File: src/rtl/pc_core_ctrl_seq_if.sv
// pc_core_ctrl_seq_if: host/channel handshake bundle for pc_core_ctrl_seq.
// The watchdog signals exist only when PC_CTRL_WATCHDOG_EN is defined.
interface pc_core_ctrl_seq_if #(
  parameter int C_NUM_CH    = 2,
  parameter int C_CNT_WIDTH = 32
);
  logic                   ap_start;
  logic                   ap_continue;
  logic                   ap_idle;
  logic                   ap_done;
  logic                   ap_ready;
  logic [C_NUM_CH-1:0]    ch_enable;
  logic [C_NUM_CH-1:0]    ch_start;
  logic [C_NUM_CH-1:0]    ch_done;
  logic [C_NUM_CH-1:0]    run_mask;
  logic [C_CNT_WIDTH-1:0] run_cycles;
`ifdef PC_CTRL_WATCHDOG_EN
  logic [C_CNT_WIDTH-1:0] wdog_limit;
  logic                   ap_timeout;
  logic [C_NUM_CH-1:0]    timeout_mask;
  modport master (
    output ap_start, ap_continue, ch_enable, ch_done, wdog_limit,
    input  ap_idle, ap_done, ap_ready, ch_start, run_mask, run_cycles, ap_timeout, timeout_mask
  );
  modport slave (
    input  ap_start, ap_continue, ch_enable, ch_done, wdog_limit,
    output ap_idle, ap_done, ap_ready, ch_start, run_mask, run_cycles, ap_timeout, timeout_mask
  );
`else
  modport master (
    output ap_start, ap_continue, ch_enable, ch_done,
    input  ap_idle, ap_done, ap_ready, ch_start, run_mask, run_cycles
  );
  modport slave (
    input  ap_start, ap_continue, ch_enable, ch_done,
    output ap_idle, ap_done, ap_ready, ch_start, run_mask, run_cycles
  );
`endif
endinterface

File: src/rtl/pc_core_ctrl_seq.sv
// pc_core_ctrl_seq: N-channel ap_ctrl_hs/ap_ctrl_chain start/done sequencer with run-cycle counter.
// Define PC_CTRL_WATCHDOG_EN to add the wdog_limit/ap_timeout/timeout_mask watchdog.
module pc_core_ctrl_seq #(
  parameter int C_NUM_CH     = 2,
  parameter int C_CHAIN_MODE = 0,
  parameter int C_CNT_WIDTH  = 32
) (
  input logic               ap_clk,
  input logic               areset,
  pc_core_ctrl_seq_if.slave bus
);
  typedef enum logic [1:0] {IDLE, RUN, DONE} state_t;
  state_t                 state;
  logic                   start_r, idle_q, done_q, pulse, all_done;
  logic [C_NUM_CH-1:0]    done_r, done_nx, mask_q, start_q;
  logic [C_CNT_WIDTH-1:0] counter, cnt_inc, cycles_q;
  assign pulse    = bus.ap_start & ~start_r;
  assign done_nx  = done_r | (bus.ch_done & mask_q);
  assign all_done = done_nx == mask_q;
  assign cnt_inc  = &counter ? counter : counter + 1'b1;
  assign bus.ap_idle    = idle_q;
  assign bus.ap_done    = done_q;
  assign bus.ap_ready   = done_q;
  assign bus.ch_start   = start_q;
  assign bus.run_mask   = mask_q;
  assign bus.run_cycles = cycles_q;
`ifdef PC_CTRL_WATCHDOG_EN
  logic                to_q, wdog_hit;
  logic [C_NUM_CH-1:0] tmask_q;
  assign wdog_hit         = bus.wdog_limit != '0 && cnt_inc == bus.wdog_limit;
  assign bus.ap_timeout   = to_q;
  assign bus.timeout_mask = tmask_q;
`endif
  always_ff @(posedge ap_clk or posedge areset) begin
    if (areset) begin
      state    <= IDLE;
      start_r  <= 1'b0;
      idle_q   <= 1'b1;
      done_q   <= 1'b0;
      done_r   <= '0;
      mask_q   <= '0;
      start_q  <= '0;
      counter  <= '0;
      cycles_q <= '0;
`ifdef PC_CTRL_WATCHDOG_EN
      to_q     <= 1'b0;
      tmask_q  <= '0;
`endif
    end else begin
      start_r <= bus.ap_start;
      start_q <= '0;
      case (state)
        IDLE: if (pulse) begin
          state   <= RUN;
          idle_q  <= 1'b0;
          mask_q  <= bus.ch_enable;
          start_q <= bus.ch_enable;
          done_r  <= '0;
          counter <= '0;
`ifdef PC_CTRL_WATCHDOG_EN
          to_q    <= 1'b0;
          tmask_q <= '0;
`endif
        end
        RUN: begin
          counter <= cnt_inc;
          done_r  <= done_nx;
          // completion has priority over a watchdog hit in the same cycle
          if (all_done) begin
            state    <= DONE;
            done_q   <= 1'b1;
            cycles_q <= cnt_inc;
          end
`ifdef PC_CTRL_WATCHDOG_EN
          else if (wdog_hit) begin
            state    <= DONE;
            done_q   <= 1'b1;
            cycles_q <= bus.wdog_limit;
            to_q     <= 1'b1;
            tmask_q  <= mask_q & ~done_nx;
          end
`endif
        end
        default: if (C_CHAIN_MODE == 0 || bus.ap_continue) begin
          state  <= IDLE;
          done_q <= 1'b0;
          idle_q <= 1'b1;
        end
      endcase
    end
  end
endmodule

File: src/flat_wrapper.sv
// flat-port wrapper written by rule: the top's interface ports become plain ports
module pc_core_ctrl_seq_flat 
#(
  parameter int C_NUM_CH     = 2,
  parameter int C_CHAIN_MODE = 0,
  parameter int C_CNT_WIDTH  = 32
)
  (ap_clk, areset, bus_ap_start, bus_ap_continue, bus_ch_enable, bus_ch_done, bus_ap_idle, bus_ap_done, bus_ap_ready, bus_ch_start, bus_run_mask, bus_run_cycles);
  pc_core_ctrl_seq_if #(.C_NUM_CH(C_NUM_CH), .C_CNT_WIDTH(C_CNT_WIDTH)) bus_i ();
  input logic ap_clk;
  input logic areset;
  input wire logic [$bits(bus_i.ap_start)-1:0] bus_ap_start;
  input wire logic [$bits(bus_i.ap_continue)-1:0] bus_ap_continue;
  input wire logic [$bits(bus_i.ch_enable)-1:0] bus_ch_enable;
  input wire logic [$bits(bus_i.ch_done)-1:0] bus_ch_done;
  output wire logic [$bits(bus_i.ap_idle)-1:0] bus_ap_idle;
  output wire logic [$bits(bus_i.ap_done)-1:0] bus_ap_done;
  output wire logic [$bits(bus_i.ap_ready)-1:0] bus_ap_ready;
  output wire logic [$bits(bus_i.ch_start)-1:0] bus_ch_start;
  output wire logic [$bits(bus_i.run_mask)-1:0] bus_run_mask;
  output wire logic [$bits(bus_i.run_cycles)-1:0] bus_run_cycles;
  assign bus_i.ap_start = bus_ap_start;
  assign bus_i.ap_continue = bus_ap_continue;
  assign bus_i.ch_enable = bus_ch_enable;
  assign bus_i.ch_done = bus_ch_done;
  assign bus_ap_idle = bus_i.ap_idle;
  assign bus_ap_done = bus_i.ap_done;
  assign bus_ap_ready = bus_i.ap_ready;
  assign bus_ch_start = bus_i.ch_start;
  assign bus_run_mask = bus_i.run_mask;
  assign bus_run_cycles = bus_i.run_cycles;
  pc_core_ctrl_seq #(.C_NUM_CH(C_NUM_CH), .C_CHAIN_MODE(C_CHAIN_MODE), .C_CNT_WIDTH(C_CNT_WIDTH)) u_core (.ap_clk(ap_clk), .areset(areset), .bus(bus_i));
endmodule
File: config.mk
export PLATFORM = sky130hd
export DESIGN_NAME = pc_core_ctrl_seq_flat
export DESIGN_NICKNAME = d
export VERILOG_FILES = /design/src/rtl/pc_core_ctrl_seq_if.sv /design/src/rtl/pc_core_ctrl_seq.sv /design/src/flat_wrapper.sv
export SDC_FILE = /design/constraint.sdc
export NUM_CORES = 1
export LEC_CHECK = 0
export CAP_MARGIN = 20
export CORE_MARGIN = 1
export CORE_UTILIZATION = 55
export DETAILED_ROUTE_END_ITERATION = 6
export PLACE_DENSITY = 0.81
export SETUP_SLACK_MARGIN = 0.5
export SLEW_MARGIN = 10
export SYNTH_ARGS = -nofsm -noshare
export SYNTH_HDL_FRONTEND = slang
export SYNTH_SLANG_ARGS = --single-unit
File: constraint.sdc
create_clock -name ap_clk -period 3.2 [get_ports ap_clk]
set_clock_uncertainty 0.05 [all_clocks]
set_input_delay 0.32 -clock ap_clk [delete_from_list [all_inputs] [get_ports ap_clk]]
set_output_delay 0.32 -clock ap_clk [all_outputs]
set_load 0.01 [all_outputs]
==> flow_metrics.env, run 1 <==
export IMPL_synth_compound_area_share_pct=18.5
export IMPL_syn_area_um2=3980
export IMPL_detail_route_wirelength_mm=9.10
export IMPL_cellPowerDensity_nw_per_um2=779
export IMPL_worst_hold_slack_ns=0.341
export IMPL_floorplan_core_area_um2=6870
export IMPL_critical_path_startpoint_type="flop"
export IMPL_vdd_ir_drop_max_v=0.000474
export IMPL_worstSetupPathType="flop to flop"
export IMPL_remaining_drc_errors=0
export IMPL_die_area_um2=7570
export IMPL_final_common_cell="sky130_fd_sc_hd__dfrtp_1"
export IMPL_clock_root_buffer="sky130_fd_sc_hd__clkbuf_8"
export IMPL_dpl_hpwl_mm=6.06
export IMPL_via_per_inst=6.08
export IMPL_max_cap_violations=0
export IMPL_net_count_after_synthesis=444
export IMPL_final_instance_area_um2=4670
export IMPL_max_slew_worst_pin_slew_ns=0.779
export IMPL_clock_slew_at_the_register_clock_pins_of_the_worst_setup_and_hold_paths_ns=0.08
export IMPL_syn_avg_cell_area_um2=9.14
export IMPL_detail_route_antenna_nets=0
export IMPL_io_buffers=45
export IMPL_cp_slowest_cell="sky130_fd_sc_hd__dfrtp_1"
export IMPL_end_kind="flop"
export IMPL_largest_family_of_logic_cells_by_synthesized_area="simple AND/OR/NAND/NOR gates"
export IMPL_io_pin_count=47
export IMPL_place_congestion=0.893
export IMPL_cts_inserted_buffers=9
export IMPL_grt_pass1_wl_mm=15.3
export IMPL_status="completed"
export IMPL_ys_flop_type="sky130_fd_sc_hd__dfrtp_1"
export IMPL_final_hold_violation_count=0
export IMPL_numClockSinks=75
export IMPL_grt_total_usage_pct=26.3
export IMPL_clock_latency_ns=0.37
export IMPL_synth_mux_area_fraction_pct=0.818
export IMPL_drt_pass1_iter_count=5
export IMPL_combined_buffer_and_inverter_count_along_the_critical_path=1
export IMPL_min_period_over_period_pct=80.9
export IMPL_synth_edf_count=0
export IMPL_worstPathCellList="ha_1, and4_1, and3_1, nand4_1, buf_4, or3_1, a31oi_1"
export IMPL_biggest_area_consumer_among_synthesized_cells="sky130_fd_sc_hd__dfrtp_1"
export IMPL_setup_repair_after_global_routing_missed_its_margin="no"
export IMPL_fin_tns_setup_ns=0
export IMPL_core_rowCount=30
export IMPL_synth_warning_count=0
export IMPL_critical_path_arrival_ns=2.83
export IMPL_num_nets_final=476
export IMPL_required_ns=3.44
export IMPL_clock_tree_from_tritoncts="done"
export IMPL_proportion_of_layout_cells_with_a_drive_suffix_above_1_pct=9.53
export IMPL_netlist_top_cells_area="sky130_fd_sc_hd__dfrtp_1, sky130_fd_sc_hd__a31oi_1, sky130_fd_sc_hd__o21ai_0"
export IMPL_htree_num_levels=3
export IMPL_max_freq_mhz=386
export IMPL_areaGrowthSynthToFinish_pct=17.4
export IMPL_dieWidth_um=87.0
export IMPL_grt_overflow_total=0
export IMPL_avgRoutedWirePerCell_um=16.0
export IMPL_largest_net_degree_at_the_start_of_global_routing=45
export IMPL_synth_ff_latch_count=75
export IMPL_cp_depth=7
export IMPL_synth_cell_types=54
export IMPL_effective_utilization_at_floorplan_pct=57.9
export IMPL_die_height_um=87.0
export IMPL_hold_path_class="input port to asynchronous set/reset pin"
export IMPL_netlist_area_leader_share_pct=46.6
export IMPL_via_count_of_the_first_global_routing_pass=3213
export IMPL_finalPower_w=0.00364
export IMPL_timing_rr_end="u_core.bus.run_cycles[28]$_DFFE_PP0P_"
export IMPL_regToRegStartpoint="u_core.counter[0]$_DFFE_PP0P_"
export IMPL_holdBufCountCts=0
export IMPL_synth_xor_area_share_pct=3.31
export IMPL_setup_violations_final=0
export IMPL_critPathMaxStageDelay_ns=0.44
export IMPL_r2r_worst_path_cells=7
export IMPL_layout_min_cycle_time_ns=2.59
export IMPL_crit_family="simple AND/OR/NAND/NOR gates"
export IMPL_drt_iter0_markers=226
export IMPL_timing_critical_path_fanout_max=9
export IMPL_postPlaceCellArea_um2=4450
export IMPL_ys_async_sr_fraction_pct=100
export IMPL_antenna_cells_inserted=0
export IMPL_maxSlewHeadroom_pct=47.8
export IMPL_report_final_slew_viol_count=0
export IMPL_n_fill_cell=567
export IMPL_yosys_area_share_adder_pct=0.315
export IMPL_r2r_setup_slack_ns=0.61
export IMPL_longest_clk_path_bufs=2
export IMPL_detailroute_via_count=3451
export IMPL_yosysSeqAreaShare_pct=47.2
export IMPL_number_of_antenna_violations_at_the_first_check_in_global_routing=0
export IMPL_static_leakage_power_nw=1.84
export IMPL_synth_simple_gate_area_share_pct=24.1
export IMPL_commonest_cells_after_routing_fill_and_taps_aside="sky130_fd_sc_hd__dfrtp_1, sky130_fd_sc_hd__clkdlybuf4s50_1, sky130_fd_sc_hd__o21ai_0, sky130_fd_sc_hd__nand2_1, sky130_fd_sc_hd__a31oi_1"
export IMPL_syn_instance_count=435
## cell families (layout without fill, tap and decap cells)
logic type	count (synthesis)	count (layout)
mux	3	3
fa+ha+maj	1	1
flops	75	75
xor+xnor	15	15
compound gates	121	121
buf+inv	46	83
simple gates	174	174
## layer usage
layer | up-vias | global-route usage (%) | part of all wire (%)
met3 | 13 | 4.93 | 5.0
met2 | 110 | 42.1 | 48
met1 | 1665 | 35.3 | 45
met4 | 0 | 10.9 | 1.7
li1 | 1663 | - | -
met5 | - | 0 | 0
## cell usage after synthesis (3+ instances only)
| cell | instances |
|---|---|
| sky130_fd_sc_hd__a21o_1 | 3 |
| sky130_fd_sc_hd__nor4_1 | 6 |
| sky130_fd_sc_hd__nor2b_1 | 3 |
| sky130_fd_sc_hd__xnor2_1 | 14 |
| sky130_fd_sc_hd__a31oi_1 | 38 |
| sky130_fd_sc_hd__a22o_1 | 4 |
| sky130_fd_sc_hd__and4_2 | 3 |
| sky130_fd_sc_hd__inv_1 | 13 |
| sky130_fd_sc_hd__dfrtp_1 | 74 |
| sky130_fd_sc_hd__nand4_1 | 8 |
| sky130_fd_sc_hd__and3_1 | 3 |
| sky130_fd_sc_hd__o211ai_1 | 9 |
| sky130_fd_sc_hd__nand3_1 | 24 |
| sky130_fd_sc_hd__buf_4 | 3 |
| sky130_fd_sc_hd__and2_1 | 4 |
| sky130_fd_sc_hd__o21ai_0 | 44 |
| sky130_fd_sc_hd__buf_2 | 7 |
| sky130_fd_sc_hd__or4_1 | 13 |
| sky130_fd_sc_hd__nor2_1 | 29 |
| sky130_fd_sc_hd__clkbuf_1 | 18 |
| sky130_fd_sc_hd__nor3_1 | 3 |
| sky130_fd_sc_hd__nand2_1 | 43 |
| sky130_fd_sc_hd__or3_1 | 15 |
| sky130_fd_sc_hd__a21oi_1 | 11 |
## sequential cells by signal (all words and copies together) (netlist names)
register               flops
u_core.counter            32
u_core.bus.run_cycles     32
u_core.bus.ap_done         1
u_core.bus.ch_start        2
u_core.state               2
u_core.start_r             1
u_core.bus.ap_idle         1
u_core.bus.run_mask        2
u_core.done_r              2
## worst reg2reg max path, cell delays in order (launching register included)
cell	delay [ns]
sky130_fd_sc_hd__dfrtp_1	0.44
sky130_fd_sc_hd__ha_1	0.33
sky130_fd_sc_hd__and4_1	0.33
sky130_fd_sc_hd__and3_1	0.42
sky130_fd_sc_hd__nand4_1	0.21
sky130_fd_sc_hd__buf_4	0.21
sky130_fd_sc_hd__or3_1	0.36
sky130_fd_sc_hd__a31oi_1	0.16
## what timing repair did
item / CTS / global route
setup buffers: 0 / 2
gates resized for setup: 0 / 1
endpoints found under the setup margin: 0 / 6
## power by group
group | switching, W | internal, W | total (W)
sequential | 0.000268 | 0.00122 | 0.00149
clock | 0.000364 | 0.000378 | 0.000742
combinational | 0.000759 | 0.000645 | 0.00140
total | 0.00139 | 0.00225 | 0.00364
## how the worst max path moves through the flow
stage	startpoint	end	slack, ns
final	u_core.counter[0]$_DFFE_PP0P_	u_core.bus.run_cycles[28]$_DFFE_PP0P_	0.61
after global routing	u_core.counter[0]$_DFFE_PP0P_	u_core.bus.run_cycles[28]$_DFFE_PP0P_	0.48
after CTS	u_core.counter[0]$_DFFE_PP0P_	u_core.counter[28]$_DFFE_PP0P_	0.54
after detailed placement	bus_ch_done[0]	u_core.bus.run_cycles[12]$_DFFE_PP0P_	0.51
after global placement	bus_ch_done[0]	u_core.bus.run_cycles[26]$_DFFE_PP0P_	0.58
after floorplan	areset	u_core.bus.ap_done$_DFFE_PP0P_	0.92
## per-stage QoR
step | util [%] | setup WS [ns] | cells
global route | 67.9 | 0.481 | 568
floorplan | - | 0.918 | 435
global placement | 64.8 | 0.575 | 550
finish | 67.9 | 0.612 | 568
detailed placement | 64.8 | 0.515 | 550
CTS | 67.7 | 0.539 | 566
## final cells by class
class / instances / area (um2) / area share [%]
clock buffer: 11 / 141 / 3.03
clock inverter: 5 / 52.6 / 1.13
inverter: 13 / 48.8 / 1.05
multi-input combinational: 314 / 1880 / 40.3
sequential: 75 / 1880 / 40.2
tap: 96 / 120 / 2.57
timing repair buffer: 54 / 543 / 11.6
Power figures use the tool's default switching activity.
==> inputs of run 2 (changes only) <==
clock period = 2.4 ns   (was 3.2 ns; I/O delays follow)
==> flow_metrics.env, run 2 (synthesized netlist as in run 1, its figures left out) <==
export IMPL_detail_route_antenna_nets=0
export IMPL_clock_latency_ns=0.38
export IMPL_timing_rr_end="u_core.counter[7]$_DFFE_PP0P_"
export IMPL_proportion_of_layout_cells_with_a_drive_suffix_above_1_pct=35.9
export IMPL_longest_clk_path_bufs=2
export IMPL_drt_iter0_markers=884
export IMPL_num_nets_final=564
export IMPL_commonest_cells_after_routing_fill_and_taps_aside="sky130_fd_sc_hd__buf_4, sky130_fd_sc_hd__dfrtp_1, sky130_fd_sc_hd__clkdlybuf4s50_1, sky130_fd_sc_hd__a31oi_1, sky130_fd_sc_hd__nand2_1"
export IMPL_layout_min_cycle_time_ns=3.09
export IMPL_via_per_inst=7.29
export IMPL_dpl_hpwl_mm=6.21
export IMPL_share_comb_of_total_power_pct=50.6
export IMPL_critPathMaxStageDelay_ns=0.88
export IMPL_max_cap_violations=0
export IMPL_setup_violations_final=8
export IMPL_largest_net_degree_at_the_start_of_global_routing=76
export IMPL_areaGrowthSynthToFinish_pct=52.4
export IMPL_avgRoutedWirePerCell_um=25.8
export IMPL_maxSlewHeadroom_pct=18.3
export IMPL_numClockSinks=75
export IMPL_timing_critical_path_fanout_max=6
export IMPL_clock_slew_at_the_register_clock_pins_of_the_worst_setup_and_hold_paths_ns=0.08
export IMPL_detailroute_via_count=4779
export IMPL_combined_buffer_and_inverter_count_along_the_critical_path=3
export IMPL_final_common_cell="sky130_fd_sc_hd__buf_4"
export IMPL_worstSetupPathType="flop to flop"
export IMPL_effective_utilization_at_floorplan_pct=57.9
export IMPL_critical_path_startpoint_type="flop"
export IMPL_die_height_um=87.0
export IMPL_crit_top_cell="sky130_fd_sc_hd__buf_4"
export IMPL_vdd_ir_drop_max_v=0.000825
export IMPL_grt_total_usage_pct=35.8
export IMPL_n_fill_cell=280
export IMPL_core_rowCount=30
export IMPL_setup_repair_after_global_routing_missed_its_margin="yes"
export IMPL_p_sw_share_pct=39.7
export IMPL_io_buffers=45
export IMPL_r2r_worst_path_cells=8
export IMPL_worstPathCellList="nand3_1, buf_4, nor4_4, buf_6, buf_4, a31oi_1, o21ai_0, a22o_1"
export IMPL_min_period_over_period_pct=129
export IMPL_clkPwrFrac_pct=20.1
export IMPL_via_count_of_the_first_global_routing_pass=4079
export IMPL_detail_route_wirelength_mm=16.9
export IMPL_grt_pass1_wl_mm=20.2
export IMPL_cts_inserted_buffers=9
export IMPL_holdBufCountCts=0
export IMPL_hold_path_class="input port to asynchronous set/reset pin"
export IMPL_required_ns=2.64
export IMPL_cellPowerDensity_nw_per_um2=1100
export IMPL_status="finished, violations left"
export IMPL_cp_slowest_cell="sky130_fd_sc_hd__o21ai_0"
export IMPL_io_pin_count=47
export IMPL_drt_pass1_iter_count=7
export IMPL_htree_num_levels=3
export IMPL_p_sw_w=0.00265
export IMPL_regToRegStartpoint="u_core.counter[22]$_DFFE_PP0P_"
export IMPL_postLayoutSetupSlackWorst_ns=-0.685
export IMPL_place_congestion=0.890
export IMPL_final_core_util_pct=88.2
export IMPL_place_worst_setup_slack_ns=-0.000500
export IMPL_crit_family="compound AO/OA/AOI/OAI gates"
export IMPL_grt_overflow_total=0
export IMPL_max_slew_worst_pin_slew_ns=1.22
export IMPL_clock_root_buffer="sky130_fd_sc_hd__clkbuf_8"
export IMPL_antenna_cells_inserted=0
export IMPL_final_hold_violation_count=0
export IMPL_report_final_slew_viol_count=0
export IMPL_dieWidth_um=87.0
export IMPL_die_area_um2=7570
export IMPL_worst_hold_slack_ns=0.265
export IMPL_number_of_antenna_violations_at_the_first_check_in_global_routing=1
export IMPL_floorplan_core_area_um2=6870
export IMPL_p_int_w=0.00402
export IMPL_seq_power_share_pct=29.3
export IMPL_remaining_drc_errors=0
export IMPL_failed_checks="negative setup slack"
export IMPL_end_kind="flop"
export IMPL_static_leakage_power_nw=2.47
export IMPL_r2r_setup_slack_ns=-0.69
export IMPL_critical_path_arrival_ns=3.33
export IMPL_max_freq_mhz=324
export IMPL_clock_tree_from_tritoncts="done"
## run 2: changes by cell type in the layout (fill, tap and decap cells not counted), moves of 6 or more
cell,previous run,this run
sky130_fd_sc_hd__dfrtp_2,0,7
sky130_fd_sc_hd__dfrtp_1,74,67
sky130_fd_sc_hd__o21ai_0,44,19
sky130_fd_sc_hd__buf_6,0,15
sky130_fd_sc_hd__buf_4,7,68
sky130_fd_sc_hd__nand2_1,43,30
sky130_fd_sc_hd__o21ai_1,1,20
sky130_fd_sc_hd__nand2_2,0,7
sky130_fd_sc_hd__nand2_4,0,6
## run 2: worst reg2reg max path, cell delays in order (launching register included)
cell and delay (ns):
sky130_fd_sc_hd__dfrtp_1 0.37, sky130_fd_sc_hd__nand3_1 0.34, sky130_fd_sc_hd__buf_4 0.32, sky130_fd_sc_hd__nor4_4 0.25, sky130_fd_sc_hd__buf_6 0.19, sky130_fd_sc_hd__buf_4 0.13
sky130_fd_sc_hd__a31oi_1 0.19, sky130_fd_sc_hd__o21ai_0 0.88, sky130_fd_sc_hd__a22o_1 0.30
## run 2: how the worst max path moves through the flow
stage                                                  start                                     to  slack [ns]  cells past startpoint
after floorplan           u_core.bus.run_mask[0]$_DFFE_PP0P_  u_core.bus.run_cycles[31]$_DFFE_PP0P_        0.21                      6
after global placement                        bus_ch_done[0]  u_core.bus.run_cycles[31]$_DFFE_PP0P_        0.03                      6
after detailed placement                      bus_ch_done[1]  u_core.bus.run_cycles[31]$_DFFE_PP0P_     -0.0005                      6
after CTS                     u_core.counter[24]$_DFFE_PP0P_         u_core.counter[29]$_DFFE_PP0P_        0.26                      5
after global routing          u_core.counter[30]$_DFFE_PP0P_          u_core.counter[7]$_DFFE_PP0P_       -0.57                      9
final                         u_core.counter[22]$_DFFE_PP0P_          u_core.counter[7]$_DFFE_PP0P_       -0.69                      8
## run 2: final cells by class
type | count | area, um2 | share of cell area (%)
clock buffers | 11 | 141 | 2.33
inverters | 13 | 65.1 | 1.07
flip-flops and latches | 75 | 1890 | 31.2
clock inverters | 5 | 125 | 2.07
multi-input cells | 316 | 2330 | 38.5
repair buffers | 140 | 1390 | 22.9
well taps | 96 | 120 | 1.98
## run 2: power by group through the flow
| stage | registers, W | clock network, W | logic [W] |
|---|---|---|---|
| after floorplan | 0.00199 | 0 | 0.00123 |
| after global placement | 0.00191 | 0 | 0.00199 |
| after detailed placement | 0.00193 | 0 | 0.00204 |
| after CTS | 0.00187 | 0.00131 | 0.00266 |
| after global routing | 0.00196 | 0.00139 | 0.00352 |
| final | 0.00195 | 0.00134 | 0.00338 |
## run 2: routing by layer
| metal | GRT usage, % | vias to the layer above | wire, um |
|---|---|---|---|
| met1 | 43.5 | 2221 | 5630 |
| li1 | - | 1857 | - |
| met3 | 8.06 | 178 | 2300 |
| met4 | 23.0 | 2 | 1530 |
| met5 | 0 | - | 11 |
| met2 | 57.7 | 521 | 7450 |
## run 2: metrics by stage
step | setup TNS (ns) | area (um2) | power, W | cells
4_1_cts | 0 | 5560 | 0.00584 | 635
2_1_floorplan | 0 | 4090 | 0.00322 | 435
6_report | -1.22 | 6060 | 0.00667 | 656
5_1_grt | -0.824 | 6060 | 0.00687 | 656
3_3_place_gp | 0 | 4650 | 0.00390 | 572
3_5_place_dp | -0.000500 | 4650 | 0.00397 | 572
## run 2: timing repair
item,CTS,global route
resized for setup,74,69
pin swaps,26,31
setup buffers,42,18
endpoints found under the setup margin,64,64
cloned,5,3
endpoints found under the hold margin,0,0
